File: config.mk
export PLATFORM = sky130hd
export DESIGN_NAME = lut_layer_sched_flat
export DESIGN_NICKNAME = d
export VERILOG_FILES = /design/src/rtl/logicnet_pkg.sv /design/src/rtl/lut_layer_sched_if.sv /design/src/rtl/lut_tt_ram.sv /design/src/rtl/lut_layer_sched.sv /design/src/flat_wrapper.sv
export SDC_FILE = /design/constraint.sdc
export NUM_CORES = 2
export LEC_CHECK = 0
export CELL_PAD_IN_SITES_DETAIL_PLACEMENT = 0
export CELL_PAD_IN_SITES_GLOBAL_PLACEMENT = 1
export CORE_UTILIZATION = 32
export CTS_BUF_LIST = sky130_fd_sc_hd__clkbuf_8
export CTS_CLUSTER_DIAMETER = 80
export DETAILED_ROUTE_END_ITERATION = 8
export GPL_ROUTABILITY_DRIVEN = 0
export PLACE_DENSITY_LB_ADDON = 0.1
export SETUP_SLACK_MARGIN = 0.4
export SYNTH_ARGS = -nofsm -noshare
export SYNTH_HDL_FRONTEND = slang
export SYNTH_SLANG_ARGS = --single-unit
File: constraint.sdc
create_clock -name clk -period 5.8 [get_ports clk]
set_input_delay 0.87 -clock clk [delete_from_list [all_inputs] [get_ports clk]]
set_output_delay 0.87 -clock clk [all_outputs]
set_load 0.01 [all_outputs]
File: src/rtl/logicnet_pkg.sv
// Shared constants and types for the LogicNet layer scheduler.
// LUT_ADDR_W / LUT_DATA_W are the default per-neuron truth-table shape.
package logicnet_pkg;

    localparam int unsigned LUT_ADDR_W = 6;
    localparam int unsigned LUT_DATA_W = 2;

    typedef enum logic [1:0] {
        IDLE,
        EVAL,
        DRAIN,
        DONE
    } sched_state_t;

endpackage

File: src/rtl/lut_layer_sched_if.sv
// Config, input-vector and result-vector handshakes of lut_layer_sched.
// The slave modport is the scheduler side; master is the surrounding fabric.
interface lut_layer_sched_if
    import logicnet_pkg::*;
#(
    parameter int unsigned NEURONS = 8,
    parameter int unsigned ADDR_W  = LUT_ADDR_W,
    parameter int unsigned DATA_W  = LUT_DATA_W
);

    logic                        cfg_we;
    logic [$clog2(NEURONS)-1:0]  cfg_neuron;
    logic [ADDR_W-1:0]           cfg_addr;
    logic [DATA_W-1:0]           cfg_data;
    logic                        cfg_ready;

    logic                        s_valid;
    logic                        s_ready;
    logic [NEURONS*ADDR_W-1:0]   s_data;

    logic                        m_valid;
    logic                        m_ready;
    logic [NEURONS*DATA_W-1:0]   m_data;

    logic                        busy;

    modport master (
        output cfg_we, cfg_neuron, cfg_addr, cfg_data,
        input  cfg_ready,
        output s_valid, s_data,
        input  s_ready,
        input  m_valid, m_data,
        output m_ready,
        input  busy
    );

    modport slave (
        input  cfg_we, cfg_neuron, cfg_addr, cfg_data,
        output cfg_ready,
        input  s_valid, s_data,
        output s_ready,
        output m_valid, m_data,
        input  m_ready,
        output busy
    );

endinterface

File: src/rtl/lut_tt_ram.sv
// Shared truth-table store: one word per {neuron, addr}, 1-cycle synchronous read.
// Deliberately not reset so loaded tables survive a scheduler reset.
module lut_tt_ram #(
    parameter int unsigned NEURONS = 8,
    parameter int unsigned ADDR_W  = 6,
    parameter int unsigned DATA_W  = 2
) (
    input  logic                                clk,
    input  logic                                we,
    input  logic [$clog2(NEURONS)+ADDR_W-1:0]   waddr,
    input  logic [DATA_W-1:0]                   wdata,
    input  logic [$clog2(NEURONS)+ADDR_W-1:0]   raddr,
    output logic [DATA_W-1:0]                   rdata
);

    localparam int unsigned DEPTH = NEURONS * (2 ** ADDR_W);

    logic [DATA_W-1:0] mem [DEPTH];

    always_ff @(posedge clk) begin
        if (we) begin
            mem[waddr] <= wdata;
        end
        rdata <= mem[raddr];
    end

endmodule

File: src/rtl/lut_layer_sched.sv
// Time-multiplexed evaluator for one LogicNet layer: one shared truth-table
// read per cycle, neuron results assembled into a vector for the next layer.
module lut_layer_sched
    import logicnet_pkg::*;
#(
    parameter int unsigned NEURONS = 8,
    parameter int unsigned ADDR_W  = LUT_ADDR_W,
    parameter int unsigned DATA_W  = LUT_DATA_W
) (
    input  logic             clk,
    input  logic             rst,
    lut_layer_sched_if.slave bus
);

    localparam int unsigned   NW     = $clog2(NEURONS);
    localparam int unsigned   IW     = NW + ADDR_W;
    localparam logic [NW-1:0] K_LAST = NW'(NEURONS - 1);

    sched_state_t              state_q, state_d;
    logic [NW-1:0]             k_q, k_d;
    logic [NEURONS*ADDR_W-1:0] addr_q, addr_d;
    logic [NEURONS*DATA_W-1:0] m_data_q, m_data_d;
    logic                      rd_valid_q, rd_valid_d;
    logic [NW-1:0]             rd_idx_q, rd_idx_d;

    logic              idle_ok;
    logic              ram_we;
    logic [ADDR_W-1:0] addr_k;
    logic [IW-1:0]     raddr;
    logic [IW-1:0]     waddr;
    logic [DATA_W-1:0] rdata;

    // Handshakes are withheld while rst is high, even though the state is already IDLE.
    assign idle_ok = (state_q == IDLE) && !rst;
    assign ram_we  = bus.cfg_we && idle_ok;
    assign addr_k  = addr_q[int'(k_q)*ADDR_W +: ADDR_W];
    assign raddr   = {k_q, addr_k};
    assign waddr   = {bus.cfg_neuron, bus.cfg_addr};

    lut_tt_ram #(
        .NEURONS (NEURONS),
        .ADDR_W  (ADDR_W),
        .DATA_W  (DATA_W)
    ) u_ram (
        .clk   (clk),
        .we    (ram_we),
        .waddr (waddr),
        .wdata (bus.cfg_data),
        .raddr (raddr),
        .rdata (rdata)
    );

    always_comb begin
        state_d    = state_q;
        k_d        = k_q;
        addr_d     = addr_q;
        m_data_d   = m_data_q;
        rd_valid_d = 1'b0;
        rd_idx_d   = k_q;

        // Read issued last cycle lands in its neuron slice (EVAL and DRAIN).
        if (rd_valid_q) begin
            m_data_d[int'(rd_idx_q)*DATA_W +: DATA_W] = rdata;
        end

        case (state_q)
            IDLE: begin
                if (bus.s_valid && idle_ok) begin
                    addr_d   = bus.s_data;
                    m_data_d = '0;
                    k_d      = '0;
                    state_d  = EVAL;
                end
            end
            EVAL: begin
                rd_valid_d = 1'b1;
                if (k_q == K_LAST) begin
                    k_d     = '0;
                    state_d = DRAIN;
                end else begin
                    k_d = k_q + 1'b1;
                end
            end
            DRAIN: state_d = DONE;
            DONE: begin
                if (bus.m_ready) begin
                    state_d = IDLE;
                end
            end
            default: state_d = IDLE;
        endcase
    end

    always_ff @(posedge clk) begin
        if (rst) begin
            state_q    <= IDLE;
            k_q        <= '0;
            addr_q     <= '0;
            m_data_q   <= '0;
            rd_valid_q <= 1'b0;
            rd_idx_q   <= '0;
        end else begin
            state_q    <= state_d;
            k_q        <= k_d;
            addr_q     <= addr_d;
            m_data_q   <= m_data_d;
            rd_valid_q <= rd_valid_d;
            rd_idx_q   <= rd_idx_d;
        end
    end

    assign bus.s_ready   = idle_ok;
    assign bus.cfg_ready = idle_ok;
    assign bus.m_valid   = (state_q == DONE);
    assign bus.m_data    = m_data_q;
    assign bus.busy      = (state_q == EVAL) || (state_q == DRAIN);

endmodule

File: src/flat_wrapper.sv
// flat-port wrapper written by rule: the top's interface ports become plain ports
module lut_layer_sched_flat import logicnet_pkg::*;
#(
    parameter int unsigned NEURONS = 8,
    parameter int unsigned ADDR_W  = LUT_ADDR_W,
    parameter int unsigned DATA_W  = LUT_DATA_W
)
  (clk, rst, bus_cfg_we, bus_cfg_neuron, bus_cfg_addr, bus_cfg_data, bus_cfg_ready, bus_s_valid, bus_s_data, bus_s_ready, bus_m_valid, bus_m_data, bus_m_ready, bus_busy);
  lut_layer_sched_if #(.NEURONS(NEURONS), .ADDR_W(ADDR_W), .DATA_W(DATA_W)) bus_i ();
  input  logic clk;
  input  logic rst;
  input wire logic [$bits(bus_i.cfg_we)-1:0] bus_cfg_we;
  input wire logic [$bits(bus_i.cfg_neuron)-1:0] bus_cfg_neuron;
  input wire logic [$bits(bus_i.cfg_addr)-1:0] bus_cfg_addr;
  input wire logic [$bits(bus_i.cfg_data)-1:0] bus_cfg_data;
  output wire logic [$bits(bus_i.cfg_ready)-1:0] bus_cfg_ready;
  input wire logic [$bits(bus_i.s_valid)-1:0] bus_s_valid;
  input wire logic [$bits(bus_i.s_data)-1:0] bus_s_data;
  output wire logic [$bits(bus_i.s_ready)-1:0] bus_s_ready;
  output wire logic [$bits(bus_i.m_valid)-1:0] bus_m_valid;
  output wire logic [$bits(bus_i.m_data)-1:0] bus_m_data;
  input wire logic [$bits(bus_i.m_ready)-1:0] bus_m_ready;
  output wire logic [$bits(bus_i.busy)-1:0] bus_busy;
  assign bus_i.cfg_we = bus_cfg_we;
  assign bus_i.cfg_neuron = bus_cfg_neuron;
  assign bus_i.cfg_addr = bus_cfg_addr;
  assign bus_i.cfg_data = bus_cfg_data;
  assign bus_cfg_ready = bus_i.cfg_ready;
  assign bus_i.s_valid = bus_s_valid;
  assign bus_i.s_data = bus_s_data;
  assign bus_s_ready = bus_i.s_ready;
  assign bus_m_valid = bus_i.m_valid;
  assign bus_m_data = bus_i.m_data;
  assign bus_i.m_ready = bus_m_ready;
  assign bus_busy = bus_i.busy;
  lut_layer_sched #(.NEURONS(NEURONS), .ADDR_W(ADDR_W), .DATA_W(DATA_W)) u_core (.clk(clk), .rst(rst), .bus(bus_i));
endmodule
After elaboration in Yosys (flattened, before gate mapping). Memory sizes are Yosys's and may differ from the RTL's. A register that Yosys moved wholly into a read port is not among the register bits. Index checks and enable logic that the tools add are counted.

Flip-flop bits (word level): 73. Bits in latches: 0. Memory bits (writable): 1024. ROM bits: 0. Input port bits: 64. Word-level logic and storage cells: 44. Memories: 1.

$add $sub $neg: 2. Multipliers: 1. Div/mod/pow operators: 0. Order comparisons: 0. Equality and inequality tests: 7. Shift operators: 3. Mux-type cells: 14. Bitwise logic cells: 0. Reductions and logical operators: 10.

Memory list: u_core.u_ram.mem (words 512, width 2, rd ports 1, clocked after memory_dff 1, wr ports 1, RTL line lut_tt_ram.sv:18) `logic [DATA_W-1:0] mem [DEPTH];`.

Operators with widths (number): $mux W16 (3); $shiftx A48 B7 Y6 (1); $neg A4 Y34 (1); $shift A2 B34 Y16 const A (1); $shiftx A2 B34 Y16 (1); $bwmux W16 (1); $pmux W2 S4 (1); $mux W2 (3); $mux W3 (2); $pmux W3 S2 (1); $mul A3 B2 Y5 const B (1); $eq A2 B2 Y1 const B (2); $ne A2 B1 Y1 const B (2); $reduce_and A2 Y1 (2); $add A3 B1 Y3 const B (1); $eq A3 B3 Y1 const B (1); $logic_and A1 B1 Y1 (3); $mux W1 (3); $reduce_and A3 Y1 (1); $eq A2 B1 Y1 const B (1); $logic_not A2 Y1 (1); $ne A2 B2 Y1 const B (1); $reduce_bool A2 Y1 (1); $logic_not A1 Y1 (1); $logic_or A1 B1 Y1 (1).

Longest topological paths before layout.
Depth after elaboration: 6. Mapped depth: 15. Mapped depth without buffers: 9.

By module. A second synthesis with hierarchy kept.

Cell total of the unflattened synthesis: 2856. Area total of the unflattened synthesis: 45329.7 um2.

By module, submodules not included: lut_tt_ram (instances 1, cells an instance 2608, area an instance 42314.3 um2, sequential area each 30789.5 um2); lut_layer_sched (instances 1, cells an instance 248, area an instance 3015.4 um2, sequential area each 1461.4 um2).

Worst setup path before layout. Ideal clock, no wire load.

Path kind: register to register. Start point: register u_core.k_q[0]. End point: register u_core.u_ram.rdata[1] (read register of u_core.u_ram.mem). Arrival: 2.747 ns. Data required time: 5.673 ns. Path slack: 2.927 ns. Stages on the path, launching flop included: 13. Path buffers: 5. Clock period less this slack: 2.873 ns. Cell sequence: dfxtp_1 buf_6 buf_8 mux4_2 mux2_4 buf_2 buf_2 buf_2 nand4_1 nand4_1 or3_1 nor4_2 nor4_2.

Cells in the longest elaborated chain, start to end: 2.

Ends and longest elaborated chain: start: declaration (RTL line lut_layer_sched.sv:20) `logic [NW-1:0] k_q, k_d;`; start signal: assignment (RTL line lut_layer_sched.sv:104) `k_q <= k_d;`; $mul A3 B2 Y5 (RTL line lut_layer_sched.sv:36) `assign addr_k = addr_q[int'(k_q)*ADDR_W +: ADDR_W];`; $shiftx A48 B7 Y6 (RTL line lut_layer_sched.sv:36); end: declaration (RTL line lut_tt_ram.sv:13) `output logic [DATA_W-1:0] rdata`.

Several ways; a longest one is shown, not always the timed one. A chain may end at the register's enable or synchronous reset.

Final worst setup path.
Start point: register u_core.k_q[1]. End point: register u_core.u_ram.rdata[1] (read register of u_core.u_ram.mem).

Same word-level chain as after synthesis.

==> flow_metrics.env <==
export IMPL_final_fill_count=14309
export IMPL_ys_seq_area_share_pct=69.18
export IMPL_ys_ff_latch=1099
export IMPL_setup_worst_path_end_class="flop"
export IMPL_final_nets=4188
export IMPL_status="finished, violations left"
export IMPL_cp_required_ns=6.63
export IMPL_wl_um=156200
export IMPL_viasPerCell=5.129
export IMPL_peakVddDrop_uv=174.6
export IMPL_crit_end="u_core.u_ram.rdata[1]"
export IMPL_grt_pass1_wl_um=224800
export IMPL_r2r_end="u_core.u_ram.rdata[1]"
export IMPL_ctsHoldBuffers=0
export IMPL_synth_edf_count=1024
export IMPL_path_max_fanout=96
export IMPL_grt_pass1_vias=31915
export IMPL_route_vias_total=31640
export IMPL_antenna_left=0
export IMPL_synth_area_per_cell_um2=11.54
export IMPL_cts_tree="yes"
export IMPL_synthArstFlopShare_pct=0
export IMPL_slowest_stage="dfxtp_1"
export IMPL_crit_type="flop to flop"
export IMPL_drc=15
export IMPL_reg2reg_depth=10
export IMPL_netlist_area_leader_share_pct=65.96
export IMPL_synth_area_top_cells="edfxtp_1 (66%), nand2_1 (8.5%), nand3_1 (4.8%), nor2_1 (4.5%), dfxtp_1 (3.2%)"
export IMPL_port_buffers=83
export IMPL_grt_use_total_pct=21.16
export IMPL_violations="design-rule violations"
export IMPL_grt_ovfl_total=0
export IMPL_cts_resized=0
export IMPL_r2r_start="u_core.k_q[1]"
export IMPL_leakage_nw=17.64
export IMPL_die_y_um=383.7
export IMPL_fin_tns_setup_ns=0
export IMPL_cap_violations=0
export IMPL_final_hold_viol_count=0
export IMPL_cts_num_sinks=1099
export IMPL_final_cell_mix="nand2_1 (1,044), edfxtp_1 (1,024), nor2_1 (562)"
export IMPL_core_area_um2=144000
export IMPL_crit_path_start="u_core.k_q[1]"
export IMPL_synthCells=4038
export IMPL_synth_nets=4114
export IMPL_synth_flop_cell="edfxtp_1"
export IMPL_rsz0062_at_grt="false"
export IMPL_yosysTopAreaCell="edfxtp_1"
export IMPL_rows=139
export IMPL_dieWidth_um=383.7
export IMPL_clockRootBuffer="clkbuf_8"
export IMPL_yosysWarningCount=0
export IMPL_syn2layout_area_growth_pct=13.61
export IMPL_cp_slowest_stage_delay_ns=0.97
export IMPL_worstPathArrival_ns=5.59
export IMPL_layout_commonest_cell="nand2_1"
export IMPL_maxSlewViolCount=0
export IMPL_fmax_mhz=210.0
export IMPL_dpl_hpwl_um=88350
export IMPL_ios=84
export IMPL_finalPower_mw=20.25
export IMPL_min_period_ns=4.761
export IMPL_clkTransAtPathRegs_ns=0.06
export IMPL_fin_crit_sh_pct=82.09
export IMPL_r2r_slack_ns=1.04
export IMPL_wl_per_cell_um=25.32
export IMPL_power_density_nw_per_um2=382.4
export IMPL_die_area_um2=147200
export IMPL_worstSkewPairLatency_ns=0.93
export IMPL_ys_types=63
export IMPL_numCtsBuffers=196
export IMPL_grt_max_degree=160
export IMPL_setup_violations=0
export IMPL_clock_path_buffers=3
export IMPL_initial_core_util_pct=32.37
export IMPL_worstPathCellList="mux4_2 -> mux2_8 -> buf_4 -> nand2_1 -> nand3_1 -> nand3_1 -> a311o_1 -> a31oi_1 -> nor4_2 -> nor4_2"
export IMPL_worstMarginPinSlew_ns=1.294
export IMPL_drt_iter0_drc=2515
export IMPL_dr_pass1_iters=9
export IMPL_antenna_found_initial=6
export IMPL_htree_num_levels=4
export IMPL_syn_area_um2=46620
export IMPL_layout_drive_gt1_share_pct=8.910
export IMPL_skew_ns=0.04942
export IMPL_cp_start_kind="flop"
export IMPL_hp_class="primary input to flop"
export IMPL_relSlewSlack_pct=13.55
export IMPL_cts_setup_buffers=0
[worst max-delay path, delay by kind of cell (launching register included)]
kind                   cells  cell delay, ns
AND/OR/NAND/NOR            5            0.69
flip-flops                 1            0.97
multiplexers               2            1.18
AO/OA/AOI/OAI              2            1.03
buffers and inverters      1            0.67
[cell usage after synthesis (all sizes together) (15+ instances only)]
master,count
a21oi,64
nand3b,50
o21ai,19
dfxtp,75
nand4,34
clkbuf,134
nor4,15
a311oi,37
nor3,15
nand3,446
buf,159
edfxtp,1024
nor2,568
mux2i,120
a31oi,29
and3,45
nand2,1057
a32oi,28
[report_power, final]
| group | switching [mW] | leakage [nW] | internal, mW |
|---|---|---|---|
| sequential | 0.114 | 9.81 | 8.76 |
| combinational | 3.37 | 5.76 | 1.36 |
| clock | 3.34 | 2.07 | 3.30 |
| total | 6.82 | 17.6 | 13.4 |
[kinds of logic (layout without fill, tap and decap cells)]
kind of cell	count (synthesis)	count (layout)	share of synthesized area [%]
mux	140	140	3.489
flops	1099	1099	69.18
buf+inv	300	527	3.041
other cells	0	1	0
simple gates	2268	2268	20.75
fa+ha+maj	12	12	0.3221
compound gates	219	219	3.218
[metrics by stage]
stage / utilization (%) / worst slack [ns] / instance area [um2] / hold slack [ns] / cells
floorplan: - / 2.927 / 46620 / 0.4462 / 4038
global placement: 34.34 / 0.6084 / 49460 / 0.4598 / 5817
detailed placement: 34.34 / 0.4582 / 49460 / 0.4610 / 5817
CTS: 36.78 / 0.4256 / 52960 / 0.3339 / 6168
global route: 36.78 / 0.7183 / 52960 / 0.3867 / 6169
finish: 36.78 / 1.039 / 52960 / 0.4118 / 6169
[state kept, by name, indices dropped and copies added, names as in the netlist]
name                flops
u_core.u_ram.rdata      2
u_core.addr_q          48
u_core.state_q          2
u_core.k_q              3
u_core.rd_valid_q       1
u_core.u_ram.mem     1024
u_core.bus.m_data      16
u_core.rd_idx_q         3
[layout make-up]
cell class | count | area, um2 | area share, %
clock inverters | 146 | 680.7 | 1.285
multi-input cells | 2639 | 13090 | 24.71
well taps | 1903 | 2381 | 4.496
diodes | 1 | 2.502 | 0.004725
repair buffers | 169 | 1712 | 3.232
inverters | 7 | 26.28 | 0.04961
clock buffers | 205 | 2821 | 5.327
flip-flops and latches | 1099 | 32250 | 60.90
[how the worst min path moves through the flow]
stage | slack, ns | start | to | cells past startpoint
2_1_floorplan | 0.45 | u_core.addr_q[12] | u_core.addr_q[12] | 2
3_3_place_gp | 0.46 | u_core.addr_q[22] | u_core.addr_q[22] | 2
3_5_place_dp | 0.46 | u_core.addr_q[35] | u_core.addr_q[35] | 2
4_1_cts | 0.33 | bus_cfg_data[0] | u_core.u_ram.mem[384][0] | 1
5_1_grt | 0.39 | bus_cfg_data[0] | u_core.u_ram.mem[257][0] | 1
6_report | 0.41 | bus_cfg_data[0] | u_core.u_ram.mem[282][0] | 1
[metal layers]
metal  track usage (%)  part of all wire (%)  vias up
li1                  -                     -    14531
met1             29.69                    47    16012
met2             32.96                    45      863
met3             4.386                   5.8      230
met4             6.042                   2.2        4
met5                 0                 0.017        -
Power figures use the tool's default switching activity.
